File: config.mk
export PLATFORM = sky130hd
export DESIGN_NAME = irq_ctrl
export DESIGN_NICKNAME = d
export VERILOG_FILES = /design/src/rtl/irq_pkg.sv /design/src/rtl/irq_src_fsm.sv /design/src/rtl/irq_ctrl.sv
export SDC_FILE = /design/constraint.sdc
export NUM_CORES = 1
export LEC_CHECK = 0
export ABC_CLOCK_PERIOD_IN_PS = 3910
export CAP_MARGIN = 15
export CORE_AREA = 2 2 90 92
export CTS_BUF_LIST = sky130_fd_sc_hd__clkbuf_4 sky130_fd_sc_hd__clkbuf_8 sky130_fd_sc_hd__clkbuf_16
export DETAILED_ROUTE_END_ITERATION = 8
export DIE_AREA = 0 0 92 94
export DONT_BUFFER_PORTS = 1
export PLACE_DENSITY = 0.55
export SLEW_MARGIN = 0
export SYNTH_ARGS = -nofsm -noshare
export SYNTH_HDL_FRONTEND = slang
export SYNTH_SLANG_ARGS = --single-unit
File: constraint.sdc
create_clock -name clk -period 3.91 [get_ports clk]
set_clock_uncertainty 0.15 [all_clocks]
set_input_delay 0.391 -clock clk [delete_from_list [all_inputs] [get_ports clk]]
set_output_delay 0.391 -clock clk [all_outputs]
set_load 0.02 [all_outputs]
File: src/rtl/irq_pkg.sv
// Shared types, register offsets and helpers for the interrupt controller.
package irq_pkg;

  typedef enum logic [1:0] {S_IDLE, S_PEND, S_CLAIM} irq_state_t;

  localparam int unsigned MAX_SRC = 6;

  localparam logic [4:0] IRQ_ENABLE   = 5'h00;
  localparam logic [4:0] IRQ_TRIG     = 5'h04;
  localparam logic [4:0] IRQ_PENDING  = 5'h08;
  localparam logic [4:0] IRQ_CLAIM    = 5'h0C;
  localparam logic [4:0] IRQ_COMPLETE = 5'h10;

  // Returns id+1 of the lowest set bit, 0 when none is set.
  function automatic logic [2:0] lowest_claim(input logic [MAX_SRC-1:0] v);
    lowest_claim = '0;
    for (int unsigned i = MAX_SRC; i > 0; i--) begin
      if (v[i-1]) lowest_claim = 3'(i);
    end
  endfunction

endpackage

File: src/rtl/irq_src_fsm.sv
// One interrupt source: input synchroniser, edge detect, PENDING/CLAIMED
// state machine and the repeat flag that remembers an edge seen while claimed.
module irq_src_fsm
  import irq_pkg::*;
(
  input  logic       clk,
  input  logic       reset,
  input  logic       i_src,
  input  logic       i_trig_mode,
  input  logic       i_claim_hit,
  input  logic       i_complete_hit,
  input  logic       i_trig_wr,
  output irq_state_t o_state
);

  logic       r_s1, r_s2, r_s3;
  logic       r_repeat, w_repeat_nxt;
  logic       w_edge, w_trig;
  irq_state_t r_state, w_state_nxt;

  // Two-flop synchroniser plus one delay stage for edge detection.
  always_ff @(posedge clk) begin
    if (reset) begin
      r_s1 <= 1'b0;
      r_s2 <= 1'b0;
      r_s3 <= 1'b0;
    end else begin
      r_s1 <= i_src;
      r_s2 <= r_s1;
      r_s3 <= r_s2;
    end
  end

  assign w_edge = r_s2 & ~r_s3;
  assign w_trig = i_trig_mode ? w_edge : r_s2;

  // State and repeat flag registers.
  always_ff @(posedge clk) begin
    if (reset) begin
      r_state  <= S_IDLE;
      r_repeat <= 1'b0;
    end else begin
      r_state  <= w_state_nxt;
      r_repeat <= w_repeat_nxt;
    end
  end

  // Next state: bus claim/complete take priority over a trigger in the same cycle.
  always_comb begin
    w_state_nxt  = r_state;
    w_repeat_nxt = r_repeat;
    unique case (r_state)
      S_IDLE: begin
        if (w_trig) w_state_nxt = S_PEND;
      end
      S_PEND: begin
        if (i_claim_hit) begin
          w_state_nxt = S_CLAIM;
          if (i_trig_mode && w_edge) w_repeat_nxt = 1'b1;
        end
      end
      S_CLAIM: begin
        if (i_complete_hit) begin
          w_state_nxt  = r_repeat ? S_PEND : S_IDLE;
          w_repeat_nxt = 1'b0;
        end else if (i_trig_mode && w_edge) begin
          w_repeat_nxt = 1'b1;
        end
      end
      default: begin
        w_state_nxt  = S_IDLE;
        w_repeat_nxt = 1'b0;
      end
    endcase
    if (i_trig_wr) w_repeat_nxt = 1'b0;
  end

  assign o_state = r_state;

endmodule

File: src/rtl/irq_ctrl.sv
// Memory-mapped interrupt controller driving CP0 HWInt[5:0].
module irq_ctrl
  import irq_pkg::*;
#(
  parameter int unsigned NSRC = 6
) (
  input  logic            clk,
  input  logic            reset,
  input  logic [NSRC-1:0] src_irq,
  input  logic            sel,
  input  logic [4:0]      addr,
  input  logic            we,
  input  logic [31:0]     wdata,
  output logic [31:0]     rdata,
  output logic [5:0]      hwint
);

  logic [NSRC-1:0]    r_enable;
  logic [NSRC-1:0]    r_trig;
  logic [MAX_SRC-1:0] r_hwint;
  logic [MAX_SRC-1:0] w_pend;
  logic [MAX_SRC-1:0] w_en_full;
  logic [MAX_SRC-1:0] w_claimable;
  logic [4:0]         w_off;
  logic               w_wr;
  logic               w_wr_claim, w_wr_complete, w_wr_trig;
  logic [1:0]         w_unused_addr;

  assign w_off         = {addr[4:2], 2'b00};
  assign w_unused_addr = addr[1:0];
  assign w_wr          = sel & we;
  assign w_wr_claim    = w_wr && (w_off == IRQ_CLAIM);
  assign w_wr_complete = w_wr && (w_off == IRQ_COMPLETE);
  assign w_wr_trig     = w_wr && (w_off == IRQ_TRIG);

  // Per-source state machines; sources beyond NSRC never pend.
  for (genvar gi = 0; gi < MAX_SRC; gi++) begin : g_src
    if (gi < NSRC) begin : g_on
      irq_state_t w_state;
      irq_src_fsm u_fsm (
        .clk           (clk),
        .reset         (reset),
        .i_src         (src_irq[gi]),
        .i_trig_mode   (r_trig[gi]),
        .i_claim_hit   (w_wr_claim && (wdata == 32'(gi + 1))),
        .i_complete_hit(w_wr_complete && (wdata == 32'(gi + 1))),
        .i_trig_wr     (w_wr_trig),
        .o_state       (w_state)
      );
      assign w_pend[gi] = (w_state == S_PEND);
    end else begin : g_off
      assign w_pend[gi] = 1'b0;
    end
  end

  // Zero-extend the enable mask to the full HWInt width.
  always_comb begin
    w_en_full           = '0;
    w_en_full[NSRC-1:0] = r_enable;
  end

  assign w_claimable = w_pend & w_en_full;

  // ENABLE/TRIG registers and registered interrupt outputs.
  always_ff @(posedge clk) begin
    if (reset) begin
      r_enable <= '0;
      r_trig   <= '0;
      r_hwint  <= '0;
    end else begin
      if (w_wr && (w_off == IRQ_ENABLE)) r_enable <= wdata[NSRC-1:0];
      if (w_wr_trig)                     r_trig   <= wdata[NSRC-1:0];
      r_hwint <= w_claimable;
    end
  end

  assign hwint = r_hwint;

  // Combinational read mux; unselected or unmapped reads return zero.
  always_comb begin
    rdata = '0;
    if (sel) begin
      case (w_off)
        IRQ_ENABLE:  rdata = {{(32-MAX_SRC){1'b0}}, w_en_full};
        IRQ_TRIG:    rdata[NSRC-1:0] = r_trig;
        IRQ_PENDING: rdata = {{(32-MAX_SRC){1'b0}}, w_pend};
        IRQ_CLAIM:   rdata = {29'b0, lowest_claim(w_claimable)};
        default:     rdata = '0;
      endcase
    end
  end

endmodule

==> results.txt, run 1 <==
The wire length of the first global-routing pass is 11200 um. The die span in y came out at 94 um. The clock passes through at most 2 buffers. The total clock buffers created by CTS is 5. The routability-driven placement congestion ratio came out at 0.871. The final wirelength is 6960 um. The area of the placeable core came out at 7610 um^2. In this run the critical register-to-register path is launched from g_src[4].g_on.u_fsm.o_state[0]. The depth of the worst register-to-register path is 5. The wire length per cell after detailed routing came out at 15.0 um. The fmax came out at 362 MHz. In this run switching power makes up 33.3% of total power. Subtracting the final worst setup slack from the clock period gives 2760 ps. The CTS clock-pin slew for the worst setup and hold paths is 100 ps. The number of nets with antenna violations after routing is 0. The initial utilization of the core area, before any placement, comes to 44.4%. The number of top-level pins is 85. The combinational share of power came out at 30.5%. The cell area after layout is 3520 um^2.

Counting instances, the worst hold path has a depth of 1. The arrival time at the worst endpoint is 2220 ps. The critical path capture point type is an output pin.

In this run the tightest slew margin relative to its limit is 42.7%. The number of antenna diodes came out at 0. The clock group share of total power came out at 29.5%. The die extent in x came out at 92 um. The post-cts resize count came out at 0. The final number of hold-violating endpoints came to 0. The post-synthesis cell type count came out at 40. The synthesized area per cell came out at 9.28 um^2. Leaving out fill and tap cells, the most frequent cell in the layout is dfxtp_1.

The final count of pins violating max slew is 0. The number of fillers in the final layout came out at 747. The total number of clock tree sinks is 54. For hold timing, the worst endpoint is g_src[4].g_on.u_fsm.o_state[1]. The area enclosed by the die boundary came out at 8650 um^2. The initial antenna violation count was 0. The fraction of synthesis flops using an asynchronous set or reset pin is 0%. The min-delay analysis places its worst path in the category in2reg. The first-pass iteration count of the detailed router is 4. The layout overhead on the synthesized area came out at 4.26%. The max-capacitance violation count came out at 0.

Among all flip-flop cells after synthesis, the most frequent one is dfxtp_1. The count of buffers inserted at the top-level ports came out at 0. The fraction of final layout cells sized beyond drive strength 1 came out at 10.5%.

The register-to-register path setup slack is 2200 ps. The startpoint of the worst hold path is reset. Registers are responsible for 40.0% of the overall power. The net count of the finished layout is 438. The internal power summed over all cells is 1.05 mW. The library cells used most frequently in the layout, excluding fill and tap cells, are 54 x dfxtp_1, 36 x nor2_1, 33 x nand2_1.

The critical path data required time is 3370 ps. The power spent charging and discharging nets is 0.524 mW. The worst setup path is launched from a flop. The completed layout was analyzed and its total power is 1.57 mW. The power per cell area came out at 447 nW/um^2. The number of placement rows came out at 32. The maximum number of pins on one net before global-route repair is 37.

The post-route fraction of the period consumed by the critical path is 70.6%. The number of enable flip-flop cells after synthesis came out at 0. The number of vias per cell came out at 5.24. The routed via count came out at 2433. Once placement finished, the instance area stood at 3360 um^2. The run finished with clean final reports.

The number of DRC markers in iteration 0 is 78. The DRC violation count after routing came out at 0. The cell area that synthesis handed to floorplanning was 3380 um^2. The all-layer global routing usage is 16.4%. The maximum fanout along the worst path came out at 4. Counting every instance in the synthesized netlist gives 364. In this run the critical register-to-register path is captured at g_src[4].g_on.u_fsm.r_repeat.

The number of H-tree branching levels came out at 2. TritonCTS built the clock tree. After global routing the overflow that remains totals 0. The via count of the first global-routing pass came out at 2261. The slew at the pin closest to its max-slew limit is 854 ps.

The HPWL after detailed placement came out at 5150 um. The static leakage came out at 1.37 nW. The source-to-sink clock delay at the later pin of the worst-skew pair came out at 310 ps. The flip-flop and latch count after synthesis came out at 54.

The critical setup path kind is reg2out. The peak ir drop on the vdd network came out at 0.000235 V. In the final timing run, aggregate negative setup slack is 0 ps.

The worst slack on hold paths is 19.9 ps. The final count of negative-setup-slack endpoints came out at 0. The share of the yosys chip area belonging to registers is 32.0%.

During synthesis, Yosys emitted a total of 0 warnings. Setup repair after global routing left no endpoint under its margin. The tree is rooted in a clkbuf_8. Measured on the finished design, the core utilization comes to 46.3%.
==> worst max-delay path: stages (launching register included) <==
cell	delay (ps)
dfxtp_1	380
inv_1	100
ha_1	280
nand2_1	170
nand3_1	90
nand2_1	70
nand3_1	70
a311oi_1	750
==> how the worst max path moves through the flow <==
| stage | startpoint | end | slack, ps | cells after the start |
|---|---|---|---|---|
| after global routing | g_src[3].g_on.u_fsm.o_state[1] | rdata[0] | 1040 | 7 |
| after floorplan | g_src[3].g_on.u_fsm.o_state[1] | rdata[0] | 1730 | 7 |
| final | g_src[3].g_on.u_fsm.o_state[1] | rdata[0] | 1150 | 7 |
| after global placement | g_src[3].g_on.u_fsm.o_state[1] | rdata[0] | 1490 | 7 |
| after CTS | g_src[3].g_on.u_fsm.o_state[1] | rdata[0] | 1130 | 7 |
| after detailed placement | g_src[3].g_on.u_fsm.o_state[1] | rdata[0] | 1480 | 7 |
==> metal layers <==
metal,GRT usage (%),vias to the layer above,routed length (um)
li1,-,1227,-
met1,19.8,1147,3110
met2,29.0,50,3470
met3,3.61,9,278
met4,5.10,0,99
met5,0,-,0
==> synthesized netlist by cell type, types with 6 or more instances <==
cell	count	share of area [%]
ha_1	30	11
and3_1	6	1.1
o31ai_4	6	3.8
inv_1	13	1.4
mux2i_1	17	5.0
nand3_1	6	0.89
nor3b_1	7	1.6
nor2b_1	27	5.0
nor3_1	12	1.8
nand4_1	15	2.8
buf_4	26	5.8
a21oi_1	14	2.1
clkbuf_1	7	0.78
nand2_1	33	3.7
nor2_1	36	4.0
dfxtp_1	54	32
o31ai_1	13	2.9
==> final cells by class <==
cell class | count | area, um^2 | area share [%]
Sequential cell | 54 | 1080 | 30.7
Clock inverter | 2 | 60.1 | 1.71
Tap cell | 102 | 128 | 3.62
Inverter | 13 | 48.8 | 1.39
Timing Repair Buffer | 1 | 20.0 | 0.568
Clock buffer | 6 | 82.6 | 2.34
Multi-Input combinational cell | 286 | 2100 | 59.7
==> cells by family after synthesis <==
family	share of synthesized area [%]
and+or+nand+nor	28.4
DFF	32.0
AOI/OAI and AO/OA	14.7
buffers and inverters	8.56
adders and majority gates	11.1
muxes	5.04
other	0.111
==> registers in the layout, summed over array words and instances, names as in the netlist <==
| signal | count |
|---|---|
| g_src.g_on.u_fsm.o_state | 12 |
| g_src.g_on.u_fsm.r_repeat | 6 |
| r_enable | 6 |
| r_trig | 6 |
| g_src.g_on.u_fsm.r_s1 | 6 |
| g_src.g_on.u_fsm.r_s2 | 6 |
| hwint | 6 |
| g_src.g_on.u_fsm.r_s3 | 6 |
==> power by group through the flow <==
| stage | clock (mW) | sequential [mW] | combinational (mW) |
|---|---|---|---|
| 2_1_floorplan | 0 | 0.632 | 0.421 |
| 5_1_grt | 0.503 | 0.637 | 0.544 |
| 3_5_place_dp | 0 | 0.643 | 0.469 |
| 4_1_cts | 0.479 | 0.631 | 0.482 |
| 3_3_place_gp | 0 | 0.641 | 0.466 |
| 6_report | 0.464 | 0.630 | 0.480 |
==> stage by stage <==
step | setup slack (ps) | std cells
2_1_floorplan | 1730 | 389
3_3_place_gp | 1490 | 455
3_5_place_dp | 1480 | 455
4_1_cts | 1130 | 464
5_1_grt | 1040 | 464
6_report | 1150 | 464
==> repair_timing <==
item | 4_1_cts | 5_1_grt
hold buffers | 1 | 0
endpoints found under the hold margin | 36 | 0
endpoints found under the setup margin | 0 | 0
buffers inserted | 0 | 0
Power figures use the tool's default switching activity.
==> inputs of run 2 (changes only) <==
- ABC_CLOCK_PERIOD_IN_PS: 3910 -> 2300
- PLACE_DENSITY: 0.55 -> 0.57
- clock period: 3.91 -> 2.3 ns (I/O delays scaled with it)
==> results.txt, run 2 (synthesis results as in run 1) <==
After detailed placement, the total cell area comes to 3430 um^2. The max-capacitance violation count came out at 0. The fraction of final layout cells sized beyond drive strength 1 came out at 14.6%. The CTS clock-pin slew for the worst setup and hold paths came out at 100 ps. The footprint of the multi-input gates came out at 2130 um^2. In the routed design, unresolved DRC markers number 0. In this run the most critical hold path is launched from reset. The internal portion of the total power is 1.61 mW. The first-pass iteration count of the detailed router came out at 4. The die covers 8650 um^2. The tightest min-delay check is of the in2reg type. The final count of pins violating max slew is 0. The post-route fraction of the period consumed by the critical path is 94.1%. The all-layer global routing usage is 17.0%. After detailed routing, the number of vias per cell comes to 5.14.

Counting the fill cells in the layout gives 742. Setup repair after global routing left no endpoint under its margin. The worst register-to-register path ends at g_src[2].g_on.u_fsm.r_repeat. The arrival time at the worst endpoint came out at 1780 ps. The power per cell area came out at 682 nW/um^2. The launch point of the worst reg-to-reg path is g_src[2].g_on.u_fsm.o_state[0]. The relative max-transition margin came out at 67.0%. The part of the total power dissipated in sequential elements came out at 42.6%. The storage element area is 1080 um^2. The number of stages on the worst hold path is 2. The clock group share of total power is 22.3%. The peak ir drop on the vdd network came out at 0.000255 V.

The number of top-level pins is 85. The critical path capture point type is an output pin. The register-to-register path setup slack is 620 ps. The number of nets with antenna violations after routing came out at 0. After detailed routing, the average wire length per cell comes to 14.6 um. CTS saw 54 sinks. From synthesis to final layout, the design area changed by 9.44%.

Combinational cells account for 35.1% of the total power. The library cells used most frequently in the layout, excluding fill and tap cells, are 52 x dfxtp_1, 34 x nor2_1, 32 x nand2_1. The shortest clock period the worst path allows after layout is 2160 ps. For this run the aggregate overflow at the end of global routing stands at 0.

After floorplanning, the core was sized to cover 7610 um^2. Hold is met by 111 ps. The total chip power is 2.52 mW. The number of DRC markers in iteration 0 is 110. The die is 94 um tall. The worst-case hold path end point is r_enable[0]. The power spent charging and discharging nets is 0.908 mW. The depth of the worst register-to-register path came out at 5. Based on the critical path, the design can be clocked at up to 462 MHz. The number of H-tree branching levels came out at 2.

The final number of hold-violating endpoints came out at 0. The initial antenna violation count is 0. The count of buffers inserted at the top-level ports came out at 0.

The final wirelength came out at 7070 um. The number of flip-flops under the largest register name is 12. The die extent in x came out at 92 um. The flow ran to the end, and the final reports show no timing, DRC or antenna violations.

The critical setup path kind is reg2out. The final count of negative-setup-slack endpoints is 0. The number of placement rows is 32. The via count of the first global-routing pass came out at 2376.

Net switching is 36.0% of the power. The source-to-sink clock delay at the later pin of the worst-skew pair is 300 ps. Buffers inserted during clock tree synthesis total 5. The longest clock path from root to sink contains 2 buffers. For the pin with the worst max-slew slack, the measured transition is 491 ps. The most common library cell in the layout ignoring fill and taps is dfxtp_1.

In this run the worst path has a maximum fanout of 4. The final-layout setup total negative slack came out at 0 ps. The critical path data required time came out at 1920 ps. The number of antenna diodes came out at 0.

The routability-driven placement congestion ratio came out at 0.757. The type of element launching the critical path is a flop. The cell area after layout is 3700 um^2. Detailed placement finished with a half-perimeter wire length of 5160 um. The net count of the finished layout is 459. Summed over all cells, the static leakage comes to 1.45 nW. The routed via count came out at 2495.

The initial standard-cell utilization of the core is 44.4%. Entering global routing, the biggest net connects 61 pins. The root buffer cell is clkbuf_8. TritonCTS built the clock tree.

The wire length of the first global-routing pass is 11600 um.
## run 2: cell types whose count changed in the layout (fill, tap and decap cells not counted), moves of 2 or more
cell	previous run	this run
nor2_1	36	34
ha_1	30	28
dfxtp_1	54	52
buf_4	0	9
dfxtp_2	0	2
bufinv_16	2	0
ha_2	0	2
dlygate4sd3_1	0	12
nor2_2	0	2
## run 2: worst max-delay path, stage by stage (launching register included)
cell and delay [ps]:
dfxtp_2 360, inv_1 90, ha_1 220, nand2_2 120
nand3_1 80, nand2_1 70, nand3_1 80, a311oi_2 280
buf_4 190
## run 2: what timing repair did
action,4_1_cts,5_1_grt
pin swaps,0,0
setup endpoints to repair,1,3
setup buffers,0,0
hold buffers,13,0
endpoints found under the hold margin,48,0
gates resized for setup,1,8
cloned,0,0
## run 2: layout make-up
type                    instances  share of cell area [%]
flip-flops and latches         54                    29.3
well taps                     102                    3.45
multi-input cells             286                    57.5
clock buffers                   6                    2.23
inverters                      13                    1.32
repair buffers                 22                    5.82
clock inverters                 2                   0.338
## run 2: power by group through the flow
stage	Clock [mW]	Sequential, mW	Combinational [mW]
floorplan	0	1.07	0.715
detailed placement	0	1.09	0.833
CTS	0.591	1.07	0.880
finish	0.564	1.07	0.885
global placement	0	1.09	0.828
global route	0.621	1.08	1.01
## run 2: stage by stage
stage	setup slack, ps	util, %	std cells
global route	21.0	48.6	485
floorplan	277	-	389
CTS	20.5	48.3	485
finish	136	48.6	485
global placement	226	45.0	464
detailed placement	184	45.0	464
## run 2: how the worst max path moves through the flow
stage	startpoint	endpoint	slack, ps	depth (start not counted)
detailed placement	wdata[8]	g_src[0].g_on.u_fsm.o_state[0]	180	5
global route	g_src[0].g_on.u_fsm.o_state[1]	rdata[2]	20	8
CTS	g_src[4].g_on.u_fsm.o_state[1]	rdata[1]	20	7
finish	g_src[3].g_on.u_fsm.o_state[1]	rdata[0]	140	8
floorplan	g_src[3].g_on.u_fsm.o_state[1]	rdata[0]	280	7
global placement	wdata[8]	g_src[0].g_on.u_fsm.o_state[1]	230	5
## run 2: metal layers
metal  part of all wire [%]  global-route usage [%]
met5                      0                       0
met4                    1.1                    5.35
met3                    4.3                    3.37
met2                     49                    29.0
met1                     46                    21.6
